===== src/rtl/demux_stripe.sv =====
// Round-robin word striper: stages consecutive valid words into LANES lanes and emits them as one group.
// Optional build macro DEMUX_ZERO_IDLE_EN forces data_out lanes with valid_out=0 to zero in every cycle.
module demux_stripe #(
  parameter int DATA_W = 8,
  parameter int LANES  = 4
) (
  input  logic                      clk,
  input  logic                      reset_L,
  input  logic                      valid_in,
  input  logic [DATA_W-1:0]         data_in,
  input  logic                      flush,
  output logic [LANES*DATA_W-1:0]   data_out,
  output logic [LANES-1:0]          valid_out,
  output logic [$clog2(LANES)-1:0]  lane_ptr
);

  localparam int PTR_W = $clog2(LANES);
  localparam logic [PTR_W-1:0] LAST_LANE = PTR_W'(LANES - 1);

  logic [LANES-1:0][DATA_W-1:0] stage_q, stage_d;
  logic [LANES-1:0]             mask_q, mask_d;
  logic [PTR_W-1:0]             ptr_q, ptr_d;
  logic [LANES*DATA_W-1:0]      dout_q, dout_d;
  logic [LANES-1:0]             vout_q, vout_d;
  logic [LANES-1:0]             mask_w;
  logic                         emit;

  always_comb begin
    stage_d = stage_q;
    mask_w  = mask_q;
    if (valid_in) begin
      stage_d[ptr_q] = data_in;
      mask_w[ptr_q]  = 1'b1;
    end

    // A flush that coincides with the final word folds into the same single emission.
    emit = (valid_in && (ptr_q == LAST_LANE)) ||
           (flush && ((mask_q != '0) || valid_in));

    mask_d = mask_w;
    ptr_d  = ptr_q;
    vout_d = '0;
`ifdef DEMUX_ZERO_IDLE_EN
    dout_d = '0;
`else
    dout_d = dout_q;
`endif

    if (emit) begin
      mask_d = '0;
      ptr_d  = '0;
      vout_d = mask_w;
      // Only lanes filled in this group are driven; the rest never expose stale staging data.
      for (int i = 0; i < LANES; i++) begin
        if (mask_w[i]) begin
          dout_d[i*DATA_W +: DATA_W] = stage_d[i];
        end
      end
    end else if (valid_in) begin
      ptr_d = ptr_q + 1'b1;
    end
  end

  always_ff @(posedge clk) begin
    if (!reset_L) begin
      stage_q <= '0;
      mask_q  <= '0;
      ptr_q   <= '0;
      dout_q  <= '0;
      vout_q  <= '0;
    end else begin
      stage_q <= stage_d;
      mask_q  <= mask_d;
      ptr_q   <= ptr_d;
      dout_q  <= dout_d;
      vout_q  <= vout_d;
    end
  end

  assign data_out  = dout_q;
  assign valid_out = vout_q;
  assign lane_ptr  = ptr_q;

endmodule


===== config.mk =====
export PLATFORM = sky130hd
export DESIGN_NAME = demux_stripe
export DESIGN_NICKNAME = d
export VERILOG_FILES = /design/src/rtl/demux_stripe.sv
export SDC_FILE = /design/constraint.sdc
export NUM_CORES = 1
export LEC_CHECK = 0
export BUFFER_PORTS_ARGS = -buffer_cell sky130_fd_sc_hd__buf_4
export CAP_MARGIN = 20
export CORE_ASPECT_RATIO = 0.8
export CORE_MARGIN = 5
export CORE_UTILIZATION = 35
export CTS_BUF_LIST = sky130_fd_sc_hd__clkbuf_8
export CTS_CLUSTER_DIAMETER = 40
export DETAILED_ROUTE_END_ITERATION = 7
export PLACE_DENSITY_LB_ADDON = 0.1
export SLEW_MARGIN = 10
export SYNTH_ARGS = -nofsm -noshare
export SYNTH_HDL_FRONTEND = slang
export SYNTH_SLANG_ARGS = --single-unit

===== constraint.sdc =====
create_clock -name clk -period 2.3 [get_ports clk]
set_clock_uncertainty 0.1 [all_clocks]
set_input_delay 0.23 -clock clk [delete_from_list [all_inputs] [get_ports clk]]
set_output_delay 0.23 -clock clk [all_outputs]
set_load 0.03 [all_outputs]

==> metrics.txt, run 1 <==
most common cell after layout, fill and taps aside sky130_fd_sc_hd__dfxtp_1; antenna violations before repair 0; chip height ~90 um; level count of the clock H-tree 3; startpoint class of the critical path flop; switching power roughly 690 uW; most used flip-flop cell after synthesis sky130_fd_sc_hd__dfxtp_1; Leak 0.00156 uW; residual antenna-violating net count after detailed routing 0; horizontal die dimension roughly 110 um; overall power about 2700 uW; post-synthesis cell area ~2900 um^2; synthesized net count about 280; total of cells resized after clock tree synthesis 0; type of element capturing the critical path flop; DR iter-0 viols roughly 100; wire length of the first global-routing pass 11.3 mm; cell-internal power between 1500 and 2000 uW; clock tree from TritonCTS done; largest net degree at the start of global routing 28; headroom to the max-slew limit 69.3%; io pins 50; count of flip-flops with a built-in enable after synthesis 0; number of remaining DRC errors 0; number of global-route vias before repair 2113; wire length on met3 roughly 390 um; sum of negative setup slack 0 ns; Final Hold Fails 0; diode insertion count for antenna repair 0; clock tree sinks 74; WL per Instance between 15 and 20 um; clock tree root driver cell sky130_fd_sc_hd__clkbuf_8; global-route total usage across every layer 14.0%; starting utilization of the core area 36.5%; number of hold buffers added after cts 0; detailed-routing iteration count for the pre-antenna-repair pass 6; share of power burned in combinational logic 11.7%; cell area power density 762 nW/um^2; total of buffers placed on input and output ports 49; met2 WL post-DR about 2.9 mm; most frequent cells in the layout sky130_fd_sc_hd__dfxtp_1 (74), sky130_fd_sc_hd__buf_4 (52), sky130_fd_sc_hd__nor2_1 (43); number of pins with negative max-slew slack in the final report 0; Worst EP arrival approximately 2.0 ns; fraction of layout cells with a size suffix above 1 34.3%; DP HPWL around 4.7 mm; min cycle time layout around 1.9 ns; result of the run finished clean; share of power burned in the clock network roughly two fifths; standard cell core area about 8100 um^2; Inserted Clock Buffers 9; type of the most critical hold path in -> reg; Max Root-Sink Buffers 2; Maximum Capacitance Violations 0; clock latency at the later pin of the worst-skew pair ~0.34 ns; total of warnings raised by yosys 0; Post-Route Utilization between 40% and 50%; Least-Margin Pin Slew approximately 0.46 ns; largest fanout of any net on the critical path 9; number of synthesized register bits 74; number of placement rows 29; Hold Crit Start flush; Data required, critical path between 2 and 2.5 ns; post-synthesis instance total approximately 270; final worst path period share 80.7%; Sequential Power Share roughly 50%; DR top layer met4; async set-or-reset flop fraction in the synthesized netlist 0%; Avg Cell Area, Syn ~11 um^2; fraction of power spent switching nets around a quarter; Post-CTS Setup Repair Bufs 0; beginning of the critical path lane_ptr[0]$_SDFFE_PP0P_; final net count 326; worst reg2reg startpoint lane_ptr[0]$_SDFFE_PP0P_; GPL Wtd Cong ~0.73; count of distinct cell types in the synthesized netlist 24; category of the critical setup timing path reg -> reg; total wire length about 6.8 mm; clock slew at the register clock pins of the worst setup and hold paths around 0.07 ns; met1 wire length 3.41 mm; Final setup viols 0; area grow syn2layout 19.7%; residual overflow from global routing 0; number of vias per cell after detailed routing between 4 and 5; die area between 10000 and 15000 um^2; highest ir drop seen on vdd ~0.29 mV; sequential-to-total area share from yosys stat ~50%; number of vias in the routed layout 2031; setup repair after global routing missed its margin no; Max Freq between 500 and 600 MHz
[path summary, 6_finish.rpt]
kind,to,slack (ns),depth (start not counted)
max,data_out[21]$_SDFFE_PN0P_,0.44,4
min,mask_q[3]$_SDFF_PP0_,0.05,2
max reg2reg,data_out[21]$_SDFFE_PN0P_,0.44,4
min reg2reg,stage_q[18]$_SDFF_PN0_,0.41,2
[power by group through the flow]
| stage | logic [uW] | registers [uW] | clock network [uW] |
|---|---|---|---|
| after floorplan | 182 | 1420 | 0 |
| after global placement | 316 | 1380 | 0 |
| after detailed placement | 317 | 1380 | 0 |
| after CTS | 319 | 1350 | 1060 |
| after global routing | 342 | 1350 | 1120 |
| final | 314 | 1350 | 1020 |
[cell usage after synthesis, drive strengths merged (2+ instances only)]
| cell type | instances | area share [%] |
|---|---|---|
| dfxtp | 74 | 50 |
| nor2 | 43 | 5.5 |
| a211oi | 32 | 14 |
| mux2i | 32 | 11 |
| a21oi | 28 | 4.8 |
| buf | 17 | 5.1 |
| nand2 | 7 | 1.4 |
| clkbuf | 5 | 0.64 |
| nor3 | 5 | 0.85 |
| a21o | 4 | 1.0 |
| and2 | 4 | 1.1 |
| ha | 4 | 1.7 |
| inv | 4 | 0.51 |
| o22a | 3 | 0.89 |
| nor3b | 2 | 0.51 |
[cell type report]
| class | instances | area, um^2 |
|---|---|---|
| Clock buffer | 11 | 151 |
| Clock inverter | 5 | 53.8 |
| Fill cell | 797 | 4530 |
| Inverter | 4 | 15.0 |
| Multi-Input combinational cell | 168 | 1270 |
| Sequential cell | 74 | 1480 |
| Tap cell | 108 | 135 |
| Timing Repair Buffer | 53 | 410 |
[sequential cells by signal, summed over array words and instances, names as in the netlist]
signal / flops
mask_q: 4
lane_ptr: 2
valid_out: 4
stage_q: 32
data_out: 32
[layer usage]
layer,vias up,global-route usage [%]
met3,7,5.00
met2,40,20.7
met1,960,19.1
li1,1024,-
met5,-,0
met4,0,4.20
[worst max-delay path: stages (launching register included)]
cell	delay (ns)
sky130_fd_sc_hd__dfxtp_1	0.43
sky130_fd_sc_hd__ha_1	0.39
sky130_fd_sc_hd__o22a_1	0.41
sky130_fd_sc_hd__and2_4	0.31
sky130_fd_sc_hd__a211oi_2	0.08
[per-stage QoR]
| step | area [um^2] | cells | worst slack [ns] | hold slack [ns] |
|---|---|---|---|---|
| 6_report | 3520 | 423 | 0.443 | 0.0490 |
| 4_1_cts | 3520 | 423 | 0.433 | 0.0303 |
| 3_5_place_dp | 3320 | 407 | 0.440 | 0.399 |
| 2_1_floorplan | 2940 | 268 | 0.445 | 0.252 |
| 3_3_place_gp | 3320 | 407 | 0.465 | 0.386 |
| 5_1_grt | 3520 | 423 | 0.305 | 0.0415 |
[kinds of logic after synthesis]
logic type                 share of synthesized area, %
DFF                                                50.4
buffers and inverters                              6.30
and+or+nand+nor                                    9.57
adders and majority gates                          1.70
muxes                                              10.9
AOI/OAI and AO/OA                                  21.1
(Power assumes the default switching activity.)
==> inputs of run 2 (changes only) <==
==> constraint.sdc (replaced) <==
create_clock -name clk -period 1.9 [get_ports clk]
set_clock_uncertainty 0.1 [all_clocks]
set_input_delay 0.19 -clock clk [delete_from_list [all_inputs] [get_ports clk]]
set_output_delay 0.19 -clock clk [all_outputs]
set_load 0.03 [all_outputs]
==> run 2 against run 1 <==
Net effect: power rose by 23%; non-clock buffer count rose by 4; first-iteration DRC count fell by 23%; largest cell class unchanged; highest routed layer unchanged.
==> metrics.txt, run 2 (synthesis results as in run 1) <==
result of the run finished clean; total wire length 6.80 mm; worst hold path endpoint stage_q[1]$_SDFF_PN0_; crit path setup slack, layout ~0.18 ns; hold_ws 0.0737 ns; detailed-routing iteration count for the pre-antenna-repair pass 4; Inserted Clock Buffers 9; residual overflow from global routing 0; total of buffers placed on input and output ports 49; slowest stage cell, crit path sky130_fd_sc_hd__dfxtp_1; diode insertion count for antenna repair 0; number of vias per cell after detailed routing 4.89; clock slew at the register clock pins of the worst setup and hold paths approximately 0.08 ns; category of the critical setup timing path reg -> reg; DP HPWL approximately 4.6 mm; Final setup viols 0; clock tree root driver cell sky130_fd_sc_hd__clkbuf_8; cell area power density ~900 nW/um^2; starting utilization of the core area 36.5%; standard cell core area 8060 um^2; Least-Margin Pin Slew ~0.42 ns; area grow syn2layout 21.4%; wire length on met3 about 370 um; type of element capturing the critical path flop; die area 10300 um^2; Placed Area 3340 um^2; number of vias in the routed layout 2084; WL per Instance between 15 and 20 um; met1 wire length ~3.3 mm; Final Hold Fails 0; final worst path period share roughly 91%; global-route total usage across every layer 13.8%; highest ir drop seen on vdd 0.364 mV; filler-free cell count of the finished design 426; post-route cell area about 3600 um^2; Post-CTS Setup Repair Bufs 0; largest fanout of any net on the critical path 6; Hold Crit Start data_in[1]; Maximum Capacitance Violations 0; wire length of the first global-routing pass around 11 mm; number of remaining DRC errors 0; headroom to the max-slew limit a little under three quarters; cell-by-cell listing of the critical path inv_1, ha_1, o22a_1, buf_4, a21oi_1, a211oi_2; beginning of the critical path lane_ptr[0]$_SDFFE_PP0P_; DR top layer met4; final net count 330; min cycle time layout about 1.7 ns; clock latency at the later pin of the worst-skew pair between 0.3 and 0.4 ns; io pins 50; level count of the clock H-tree 3; Max Root-Sink Buffers 2; most frequent cells in the layout sky130_fd_sc_hd__dfxtp_1 (74), sky130_fd_sc_hd__buf_4 (53), sky130_fd_sc_hd__nor2_1 (43); Max Freq roughly 580 MHz; number of global-route vias before repair between 2000 and 2500; clock tree from TritonCTS done; number of placement rows 29; placed cells between 400 and 500; Crit path largest cell delay 0.45 ns; horizontal die dimension 112 um; setup repair after global routing missed its margin no; Leak between 0.0015 and 0.002 uW; worst reg2reg startpoint lane_ptr[0]$_SDFFE_PP0P_; Data required, critical path slightly above 2 ns; DR iter-0 viols 79; Setup Slack @ Placement 0.180 ns; met2 WL post-DR 3.09 mm; hold path depth 3; number of pins with negative max-slew slack in the final report 0; antenna violations before repair 0; residual antenna-violating net count after detailed routing 0; most common cell after layout, fill and taps aside sky130_fd_sc_hd__dfxtp_1; number of cells on the worst reg-to-reg path 6; clock tree sinks 74; worst reg-to-reg setup slack 0.18 ns; largest net degree at the start of global routing 67; startpoint class of the critical path flop; chip height just over 90 um; sum of negative setup slack 0 ns; Worst EP arrival 1.84 ns; GPL Wtd Cong 0.708; type of the most critical hold path in -> reg; worst r2r dst data_out[18]$_SDFFE_PN0P_; fraction of layout cells with a size suffix above 1 34.3%
==> run 2: changes by cell type in the layout (fill, tap and decap cells not counted), sizes merged <==
cell	change
buf	+2
bufinv	+1
clkbuf	-2
dlygate4sd3	+2
==> run 2: what timing repair did <==
action                                 4_1_cts  5_1_grt
endpoints found under the hold margin        2        0
gates resized for setup                      0        0
hold buffers                                 2        0
==> run 2: worst max path at each step <==
stage / to / slack (ns) / cells past startpoint
2_1_floorplan: data_out[16]$_SDFFE_PN0P_ / 0.05 / 7
3_3_place_gp: data_out[22]$_SDFFE_PN0P_ / 0.16 / 5
3_5_place_dp: data_out[16]$_SDFFE_PN0P_ / 0.18 / 6
4_1_cts: data_out[22]$_SDFFE_PN0P_ / 0.17 / 5
5_1_grt: data_out[16]$_SDFFE_PN0P_ / 0.01 / 6
6_report: data_out[18]$_SDFFE_PN0P_ / 0.18 / 6
==> run 2: critical path, delay by kind of cell, from the launching register on <==
family,cells,cell delay (ns)
DFF,1,0.45
AOI/OAI and AO/OA,3,0.51
adders and majority gates,1,0.26
buffers and inverters,2,0.28
==> run 2: report_power, final <==
group	total (uW)	internal (uW)	switching (uW)
clock network	1290	725	561
registers	1630	1600	26.6
logic	387	144	243
total	3300	2470	831
==> run 2: per-layer routing <==
layer / up-vias / global-route usage, %
met5: - / 0
met4: 0 / 3.20
met3: 6 / 5.33
met2: 45 / 20.8
met1: 1007 / 18.9
li1: 1026 / -
==> run 2: final cells by class <==
cell class / instances / area (um^2)
fillers: 822 / 4480
flip-flops and latches: 74 / 1480
multi-input cells: 168 / 1270
repair buffers: 57 / 458
well taps: 108 / 135
clock buffers: 9 / 124
clock inverters: 6 / 83.8
inverters: 4 / 15.0
==> run 2: metrics by stage <==
step,power (uW),utilization (%)
2_1_floorplan,1940,-
3_3_place_gp,2050,41.5
3_5_place_dp,2050,41.5
4_1_cts,3350,44.3
5_1_grt,3460,44.3
6_report,3300,44.3
==> inputs of run 3 (changes only) <==
--- a/config.mk
+++ b/config.mk
@@ -14,6 +14,7 @@
 export CTS_CLUSTER_DIAMETER = 40
 export DETAILED_ROUTE_END_ITERATION = 7
 export PLACE_DENSITY_LB_ADDON = 0.1
+export REMOVE_ABC_BUFFERS = 1
 export SLEW_MARGIN = 10
 export SYNTH_ARGS = -nofsm -noshare
 export SYNTH_HDL_FRONTEND = slang
==> run 3 against run 2 <==
Net effect: non-clock buffer count grew 1; final area grew 0.63%; cell count grew 0.47%; combinational power is essentially flat; clock-buffer cell count grew 4; sequential power is essentially flat; clock power is essentially flat; die area is the same; power grew 1.0%; sequential share of layout area shrank 0.26 points; sequential cell count is the same.
==> metrics.txt, run 3 (synthesis results as in run 1) <==
result of the run finished clean; Sequential cell area about 1500 um^2; slowest stage cell, crit path sky130_fd_sc_hd__dfxtp_1; Worst EP arrival between 1.5 and 2 ns; detailed-routing iteration count for the pre-antenna-repair pass 4; die area between 10000 and 15000 um^2; Final setup viols 0; Max Root-Sink Buffers 2; min cycle time layout approximately 1.7 ns; category of the critical setup timing path reg -> reg; multi-input gate area in the final layout approximately 1300 um^2; headroom to the max-slew limit between 70 and 80%; clock tree sinks 74; cell-by-cell listing of the critical path ha_1, o22a_1, and2_4, a211oi_2; clock tree from TritonCTS done; DP HPWL roughly 4.7 mm; startpoint class of the critical path flop; highest ir drop seen on vdd 0.492 mV; Crit path largest cell delay around 0.43 ns; final worst path period share between 90% and 100%; type of element capturing the critical path flop; Data required, critical path between 2 and 2.5 ns; wire length of the first global-routing pass between 10 and 15 mm; chip height ~92 um; cell area power density 928 nW/um^2; residual antenna-violating net count after detailed routing 0; number of pins with negative max-slew slack in the final report 0; clock latency at the later pin of the worst-skew pair between 0.3 and 0.4 ns; switching power approximately 840 uW; largest fanout of any net on the critical path 9; io pins 50; largest net degree at the start of global routing 52; WL per Instance 15.7 um; clock tree root driver cell sky130_fd_sc_hd__clkbuf_8; standard cell core area between 8000 and 9000 um^2; cell-internal power ~2500 uW; total of cells resized after clock tree synthesis 0; antenna violations before repair 0; share of power burned in the clock network between 30% and 40%; Inserted Clock Buffers 9; residual overflow from global routing 0; global-route total usage across every layer between 10% and 20%; Maximum Capacitance Violations 0; diode insertion count for antenna repair 0; total of buffers placed on input and output ports just under 50; Leak between 0.0015 and 0.002 uW; number of global-route vias before repair 1981; Final Hold Fails 0; Sequential Power Share 48.9%; GPL Wtd Cong 0.775; Least-Margin Pin Slew just over 0.4 ns; number of placement rows 29; clock slew at the register clock pins of the worst setup and hold paths roughly 0.080 ns; DR iter-0 viols 89; Top delay family on crit path compound AO/OA/AOI/OAI gates; number of remaining DRC errors 0; Setup Slack @ Placement around 0.18 ns; fraction of power spent switching nets between 20% and 30%; Max Freq 573 MHz; share of power burned in combinational logic between 10% and 20%; Post-Route Utilization roughly 45%; most common cell after layout, fill and taps aside sky130_fd_sc_hd__dfxtp_1; number of vias in the routed layout just over 2000; starting utilization of the core area 36.5%; final net count between 300 and 400; fraction of layout cells with a size suffix above 1 between 30% and 40%; setup repair after global routing missed its margin no; total wire length a little under 7 mm; level count of the clock H-tree 3; worst reg-to-reg setup slack approximately 0.15 ns; overall power ~3300 uW; crit path setup slack, layout ~0.15 ns; type of the most critical hold path in -> reg; number of vias per cell after detailed routing roughly 4.8; most frequent cells in the layout sky130_fd_sc_hd__dfxtp_1 (74), sky130_fd_sc_hd__buf_4 (54), sky130_fd_sc_hd__nor2_1 (43); horizontal die dimension about 110 um; area grow syn2layout 22.2%; count of buffer and inverter cells on the critical path 0; number of filler cells placed in the layout around 800
run 3: timing repair:
item                      in CTS  in global routing
hold endpoints to repair       2                  0
setup buffers                  0                  0
hold buffers                   2                  0
run 3: layout make-up:
type | instances | share of cell area, %
clock buffer | 13 | 4.98
tap | 108 | 3.76
timing repair buffer | 58 | 13.0
inverter | 4 | 0.418
multi-input combinational | 168 | 35.4
clock inverter | 3 | 1.22
sequential | 74 | 41.2
run 3: power groups by stage:
stage                     Clock, uW  Combinational, uW  Sequential, uW
after floorplan                   0                184            1720
after global placement            0                383            1670
after detailed placement          0                387            1670
after CTS                      1370                391            1630
after global routing           1460                421            1640
final                          1320                386            1630
run 3: worst paths after layout:
check | startpoint | end | depth (start not counted)
setup / recovery | lane_ptr[0]$_SDFFE_PP0P_ | data_out[12]$_SDFFE_PN0P_ | 4
hold / removal | data_in[7] | stage_q[23]$_SDFF_PN0_ | 3
setup reg to reg | lane_ptr[0]$_SDFFE_PP0P_ | data_out[12]$_SDFFE_PN0P_ | 4
hold reg to reg | mask_q[3]$_SDFF_PP0_ | mask_q[3]$_SDFF_PP0_ | 1
run 3: worst register-to-register path, delay by kind of cell, from the launching register on:
family                     cells  cell delay, ns
AOI/OAI and AO/OA              2            0.47
adders and majority gates      1            0.33
DFF                            1            0.43
and+or+nand+nor                1            0.30
run 3: metrics by stage:
step                      instances  TNS (ns)  instance area [um^2]  hold WS, ns
after floorplan                 246    -0.609                  2770        0.166
after detailed placement        410         0                  3350        0.342
after global routing            428         0                  3590       0.0847
final                           428         0                  3590       0.0763
after CTS                       428         0                  3590       0.0672
after global placement          410         0                  3350        0.345
run 3: metal layers:
layer  track usage (%)  share of wire (%)  vias to the layer above
li1                  -                  -                     1034
met1              18.7                 50                      952
met2              19.5                 44                       44
met3              5.92                5.8                        9
met4              3.30                1.0                        0
met5                 0                  0                        -
